### config.mk
export PLATFORM = sky130hd
export DESIGN_NAME = shift_frame_controller_flat
export DESIGN_NICKNAME = d
export VERILOG_FILES = /design/src/rtl/shift_frame_controller_if.sv /design/src/rtl/shift_frame_controller.sv /design/src/flat_wrapper.sv
export SDC_FILE = /design/constraint.sdc
export NUM_CORES = 1
export LEC_CHECK = 0
export CAP_MARGIN = 20
export CORE_UTILIZATION = 30
export CTS_BUF_LIST = sky130_fd_sc_hd__clkbuf_4 sky130_fd_sc_hd__clkbuf_8
export DETAILED_ROUTE_END_ITERATION = 12
export GPL_TIMING_DRIVEN = 0
export PLACE_DENSITY = 0.59
export SYNTH_ARGS = -nofsm -noshare
export SYNTH_HDL_FRONTEND = slang
export SYNTH_SLANG_ARGS = --single-unit
### constraint.sdc
create_clock -name sync_clk -period 4.1 [get_ports sync_clk]
set_clock_uncertainty 0.2 [all_clocks]
set_input_delay 0.82 -clock sync_clk [delete_from_list [all_inputs] [get_ports sync_clk]]
set_output_delay 0.82 -clock sync_clk [all_outputs]
set_load 0.05 [all_outputs]
### src/rtl/shift_frame_controller_if.sv
`default_nettype none
// ============================================================================
//  Module   : shift_frame_controller_if
//  Purpose  : Control/handshake bundle between a frame consumer and the
//             serial shift-frame controller.
//  Revision : 1.0  initial release
// ============================================================================
interface shift_frame_controller_if #(
    parameter int N = 11
);
    logic         start;
    logic         continuous;
    logic         abort;
    logic         serial_in;
    logic         frame_ready;
    logic         clear_overrun;
    logic         shift_clk_out;
    logic [N-1:0] frame_data;
    logic         frame_valid;
    logic         completed_shift;
    logic         busy;
    logic         overrun;

    modport master (
        output start, continuous, abort, serial_in, frame_ready, clear_overrun,
        input  shift_clk_out, frame_data, frame_valid, completed_shift, busy, overrun
    );

    modport slave (
        input  start, continuous, abort, serial_in, frame_ready, clear_overrun,
        output shift_clk_out, frame_data, frame_valid, completed_shift, busy, overrun
    );
endinterface
`default_nettype wire

### src/rtl/shift_frame_controller.sv
`default_nettype none
// ============================================================================
//  Module   : shift_frame_controller
//  Purpose  : Generates a divided shift clock, captures NUM_SHIFTS serial bits
//             MSB first into an N-bit frame and hands it off with valid/ready.
//  Revision : 1.0  initial release
// ============================================================================
module shift_frame_controller #(
    parameter int N          = 11,
    parameter int NUM_SHIFTS = 11,
    parameter int DIV        = 4
) (
    input  wire logic                 sync_clk,
    input  wire logic                 reset_n,
    shift_frame_controller_if.slave   sif
);

    localparam int c_DIV_W = (DIV > 1) ? $clog2(DIV) : 1;
    localparam int c_BIT_W = (NUM_SHIFTS > 1) ? $clog2(NUM_SHIFTS) : 1;

    localparam logic [c_DIV_W-1:0] c_DIV_LAST = c_DIV_W'(DIV - 1);
    localparam logic [c_DIV_W-1:0] c_DIV_HALF = c_DIV_W'(DIV / 2);
    localparam logic [c_BIT_W-1:0] c_BIT_LAST = c_BIT_W'(NUM_SHIFTS - 1);

    typedef enum logic [0:0] {
        S_IDLE  = 1'b0,
        S_SHIFT = 1'b1
    } state_t;

    state_t               r_state;
    logic [c_DIV_W-1:0]   r_div_cnt;
    logic [c_BIT_W-1:0]   r_bit_cnt;
    logic [N-1:0]         r_shreg;
    logic [N-1:0]         r_frame_data;
    logic                 r_frame_valid;
    logic                 r_completed;
    logic                 r_shift_clk;
    logic                 r_overrun;

    logic                 w_sample;
    logic                 w_final;
    logic                 w_complete;
    logic                 w_overrun_set;
    logic [c_DIV_W-1:0]   w_div_next;
    logic [N-1:0]         w_shifted;

    assign w_sample      = (r_div_cnt == c_DIV_LAST);
    assign w_final       = w_sample && (r_bit_cnt == c_BIT_LAST);
    assign w_div_next    = w_sample ? '0 : r_div_cnt + 1'b1;
    // The cast drops the bit shifted out of the MSB.
    assign w_shifted     = N'({r_shreg, sif.serial_in});
    // Abort beats a coincident final sample, so it also suppresses completion.
    assign w_complete    = (r_state == S_SHIFT) && !sif.abort && w_final;
    assign w_overrun_set = w_complete && r_frame_valid && !sif.frame_ready;

    always_ff @(posedge sync_clk or negedge reset_n) begin
        if (!reset_n) begin
            r_state       <= S_IDLE;
            r_div_cnt     <= '0;
            r_bit_cnt     <= '0;
            r_shreg       <= '0;
            r_frame_data  <= '1;
            r_frame_valid <= 1'b0;
            r_completed   <= 1'b0;
            r_shift_clk   <= 1'b0;
            r_overrun     <= 1'b0;
        end else begin
            r_completed <= w_complete;

            if (w_complete) begin
                r_frame_data  <= w_shifted;
                r_frame_valid <= 1'b1;
            end else if (r_frame_valid && sif.frame_ready) begin
                r_frame_valid <= 1'b0;
            end

            if (w_overrun_set) begin
                r_overrun <= 1'b1;
            end else if (sif.clear_overrun) begin
                r_overrun <= 1'b0;
            end

            case (r_state)
                S_IDLE: begin
                    r_shift_clk <= 1'b0;
                    if (sif.start && !sif.abort) begin
                        r_state   <= S_SHIFT;
                        r_div_cnt <= '0;
                        r_bit_cnt <= '0;
                        r_shreg   <= '0;
                    end
                end

                S_SHIFT: begin
                    if (sif.abort) begin
                        r_state     <= S_IDLE;
                        r_shift_clk <= 1'b0;
                        r_div_cnt   <= '0;
                        r_bit_cnt   <= '0;
                        r_shreg     <= '0;
                    end else begin
                        r_div_cnt   <= w_div_next;
                        // Clock is derived from the next count so it stays aligned with div_cnt.
                        r_shift_clk <= (w_div_next >= c_DIV_HALF);
                        if (w_sample) begin
                            if (w_final) begin
                                r_bit_cnt <= '0;
                                r_shreg   <= '0;
                                if (!sif.continuous) begin
                                    r_state <= S_IDLE;
                                end
                            end else begin
                                r_bit_cnt <= r_bit_cnt + 1'b1;
                                r_shreg   <= w_shifted;
                            end
                        end
                    end
                end

                default: r_state <= S_IDLE;
            endcase
        end
    end

    assign sif.shift_clk_out   = r_shift_clk;
    assign sif.frame_data      = r_frame_data;
    assign sif.frame_valid     = r_frame_valid;
    assign sif.completed_shift = r_completed;
    assign sif.busy            = (r_state == S_SHIFT);
    assign sif.overrun         = r_overrun;

endmodule
`default_nettype wire

### src/flat_wrapper.sv
// flat-port wrapper written by rule: the top's interface ports become plain ports
module shift_frame_controller_flat 
#(
    parameter int N          = 11,
    parameter int NUM_SHIFTS = 11,
    parameter int DIV        = 4
)
  (sync_clk, reset_n, sif_start, sif_continuous, sif_abort, sif_serial_in, sif_frame_ready, sif_clear_overrun, sif_shift_clk_out, sif_frame_data, sif_frame_valid, sif_completed_shift, sif_busy, sif_overrun);
  shift_frame_controller_if #(.N(N)) sif_i ();
  input  wire logic sync_clk;
  input  wire logic reset_n;
  input wire logic [$bits(sif_i.start)-1:0] sif_start;
  input wire logic [$bits(sif_i.continuous)-1:0] sif_continuous;
  input wire logic [$bits(sif_i.abort)-1:0] sif_abort;
  input wire logic [$bits(sif_i.serial_in)-1:0] sif_serial_in;
  input wire logic [$bits(sif_i.frame_ready)-1:0] sif_frame_ready;
  input wire logic [$bits(sif_i.clear_overrun)-1:0] sif_clear_overrun;
  output wire logic [$bits(sif_i.shift_clk_out)-1:0] sif_shift_clk_out;
  output wire logic [$bits(sif_i.frame_data)-1:0] sif_frame_data;
  output wire logic [$bits(sif_i.frame_valid)-1:0] sif_frame_valid;
  output wire logic [$bits(sif_i.completed_shift)-1:0] sif_completed_shift;
  output wire logic [$bits(sif_i.busy)-1:0] sif_busy;
  output wire logic [$bits(sif_i.overrun)-1:0] sif_overrun;
  assign sif_i.start = sif_start;
  assign sif_i.continuous = sif_continuous;
  assign sif_i.abort = sif_abort;
  assign sif_i.serial_in = sif_serial_in;
  assign sif_i.frame_ready = sif_frame_ready;
  assign sif_i.clear_overrun = sif_clear_overrun;
  assign sif_shift_clk_out = sif_i.shift_clk_out;
  assign sif_frame_data = sif_i.frame_data;
  assign sif_frame_valid = sif_i.frame_valid;
  assign sif_completed_shift = sif_i.completed_shift;
  assign sif_busy = sif_i.busy;
  assign sif_overrun = sif_i.overrun;
  shift_frame_controller #(.N(N), .NUM_SHIFTS(NUM_SHIFTS), .DIV(DIV)) u_core (.sync_clk(sync_clk), .reset_n(reset_n), .sif(sif_i));
endmodule
==> results.py <==
metrics = {
    "worst_setup_path": {
        "r2r_setup_slack_ns": 2.15,
        "crit_chain": "clkdlybuf4s50_1",
        "crit_required_ns": 3.08,
        "critPathKind": "reg -> out",
        "endpoint_kind": "primary output",
        "crit_family": "buffers and inverters",
        "crit_buf_inv": 1,
        "max_stage_delay_ns": 0.79,
        "critPathLaunchType": "flip-flop",
        "slowest_stage": "clkdlybuf4s50_1",
        "worstPathMaxFanout": 2,
        "regToRegStartpoint": "u_core.r_bit_cnt[0]",
        "r2r_cells": 6,
        "cp.depth": 1,
        "critical_path_arrival_ns": 1.61,
        "rr_endpoint": "u_core.sif.frame_data[8]",
    },
    "clock_network": {
        "root_buffer": "clkbuf_8",
        "htreeDepth": 2,
        "cts_setup_buffers": 0,
        "cts_resized": 0,
        "clock_sinks": 32,
        "insertion_delay_ns": 0.28,
        "cts-buffers-inserted": 5,
        "clk_path_buf_depth": 2,
        "cts_tree": "built",
        "hold_buffers": 0,
        "cts.clk_slew.worst_paths_ns": 0.07,
    },
    "die": {
        "dieArea_sq_um": 4620,
        "io_pins": 24,
        "die_h_um": 68.0,
        "num_rows": 23,
        "start_util_pct": 32.0,
        "die_w_um": 68.0,
        "core-area_sq_um": 4090,
    },
    "power": {
        "p_switching_mw": 0.144,
        "peakVddDrop_uv": 190,
        "power_frac_seq_pct": 48.8,
        "power_density_nw_per_um2": 387,
        "clkPwrFrac_pct": 44.5,
        "p_leak_nw": 0.790,
        "p_comb_share_pct": 6.7,
        "power_switching_share_pct": 21.5,
        "power.internal_mw": 0.528,
    },
    "timing": {
        "slew_headroom_pct": 54.9,
        "setup_viol": 0,
        "finalHoldViolCount": 0,
        "grt_setup_unrepaired": "no",
        "fmax_mhz": 380,
        "min_period_ns": 2.63,
        "slew_violations": 0,
        "finalCritPeriodShare_pct": 64.1,
        "worstMarginPinSlew_ns": 0.675,
        "tns_ns": 0,
    },
    "hold_path": {
        "worstHoldStart": "u_core.sif.overrun",
        "holdPathStages": 2,
        "hold_path_class": "reg -> reg",
        "hold-path-endpoint": "u_core.sif.overrun",
    },
    "route": {
        "drt-met1-wl_um": 992,
        "vias_per_cell": 4.90,
        "top_layer": "met4",
        "drc_errors": 0,
        "met2_length_mm": 1.21,
        "drt.antenna.violating_nets": 0,
        "drt-wirelength-per-cell_um": 13.6,
        "drtIter0Drc": 22,
        "finalWirelength_mm": 2.36,
        "route.met3.wl_um": 80,
        "vias": 853,
        "firstDrtPassIters": 4,
    },
    "synthesis": {
        "netlist_area_sq_um": 1310,
        "post-synth-top-count-cell": "dfrtp_1",
        "yosysSeqAreaShare_pct": 62.4,
        "async_reset_ff_share_pct": 100,
        "synth.area.top_cells": "dfrtp_1 (40%), dfstp_2 (22%), mux2_2 (9.5%)",
        "syn_nets": 103,
        "synth-edff-count": 0,
        "yosysTopAreaCell": "dfrtp_1",
        "synth_top_area_share_pct": 40.2,
        "ys_warn_count": 0,
        "synth_cell_type_count": 28,
        "ys_seq_elements": 32,
        "netlist_top_cells_count": "dfrtp_1 (21), a22o_1 (11), dfstp_2 (11), mux2_2 (11), nand2_1 (5)",
        "synth_cells": 92,
        "syn_avg_cell_area_sq_um": 14.2,
        "ys.flop_type": "dfrtp_1",
    },
    "finish": {
        "drive_above_1_share_pct": 30.6,
        "final_area_sq_um": 1740,
        "area_growth_pct": 33.0,
        "nNetsFinal": 134,
        "diodes": 0,
    },
    "placed_design": {
        "port_buffers": 23,
        "hpwl_mm": 1.71,
        "routabilityCongestion": 0.731,
        "place_area_sq_um": 1630,
    },
    "global_routing": {
        "track_usage_pct": 12.1,
        "grt_max_degree": 21,
        "first_global_vias": 882,
        "grt_pass1_wl_mm": 4.00,
        "overflow": 0,
        "grt_antenna_before_repair": 0,
    },
    "outcome": {
        "status": "finished clean",
    },
    "job": {
        "maxCapViolations": 0,
    },
}
[power by group through the flow]
stage,Clock [mW],Combinational (mW),Sequential (mW)
3_3_place_gp,0,0.0404,0.333
6_report,0.299,0.0448,0.328
4_1_cts,0.307,0.0462,0.328
3_5_place_dp,0,0.0462,0.333
2_1_floorplan,0,0.0175,0.336
5_1_grt,0.321,0.0498,0.329
[worst max path at each step]
stage	startpoint	end	slack [ns]
after floorplan	sif_abort	u_core.sif.frame_data[10]	2.09
after global placement	reset_n	u_core.sif.completed_shift	1.49
after detailed placement	sif_abort	u_core.sif.frame_data[8]	1.47
after CTS	u_core.sif.frame_data[6]	sif_frame_data[6]	1.46
after global routing	u_core.sif.busy	sif_busy	1.42
final	u_core.sif.frame_data[6]	sif_frame_data[6]	1.47
[metal layers]
| metal | vias to the layer above | track usage (%) |
|---|---|---|
| met4 | 0 | 7.81 |
| met1 | 433 | 14.0 |
| li1 | 400 | - |
| met2 | 13 | 19.4 |
| met3 | 7 | 3.67 |
| met5 | - | 0 |
[final cells by class]
| type | instances | area [sq um] |
|---|---|---|
| plain buffers | 2 | 18.8 |
| clock buffers | 6 | 76.3 |
| clock inverters | 2 | 35.0 |
| fillers | 388 | 2350 |
| inverters | 3 | 11.3 |
| multi-input cells | 55 | 462 |
| flip-flops and latches | 32 | 815 |
| well taps | 50 | 62.6 |
| repair buffers | 24 | 258 |
[sequential cells by signal, indices dropped and copies added, names as in the netlist]
register / flops
u_core.sif.completed_shift: 1
u_core.r_shreg: 10
u_core.r_div_cnt: 2
u_core.sif.frame_valid: 1
u_core.sif.busy: 1
u_core.r_bit_cnt: 4
u_core.sif.shift_clk_out: 1
u_core.sif.frame_data: 11
u_core.sif.overrun: 1
[metrics by stage]
stage / power [mW] / hold slack, ns / util [%] / setup slack, ns / cells
4_1_cts: 0.681 / 0.300 / 42.5 / 1.46 / 174
3_3_place_gp: 0.373 / 0.266 / 39.1 / 1.49 / 165
3_5_place_dp: 0.380 / 0.287 / 39.8 / 1.47 / 166
6_report: 0.672 / 0.292 / 42.5 / 1.47 / 174
5_1_grt: 0.700 / 0.330 / 42.5 / 1.42 / 174
2_1_floorplan: 0.354 / 0.253 / - / 2.09 / 92
[logic make-up (layout without fill, tap and decap cells)]
family | Yosys count | in the layout | share of synthesized area [%]
flip-flops | 32 | 32 | 62.4
adder cells (fa/ha/maj) | 3 | 3 | 2.87
AND/OR/NAND/NOR | 20 | 20 | 9.29
buffers and inverters | 5 | 37 | 2.30
AO/OA/AOI/OAI | 21 | 21 | 13.7
multiplexers | 11 | 11 | 9.48
[cell usage in the layout, fill, tap and decap left out, types with 2 or more instances in the layout]
cell type	instances
clkdlybuf4s50_1	23
dfrtp_1	21
a22o_1	11
mux2_2	11
dfstp_2	11
nand2_1	5
clkbuf_8	5
nor2_1	4
inv_1	3
ha_1	3
nand3_1	2
o22ai_1	2
o21ai_0	2
Power figures use the tool's default switching activity.
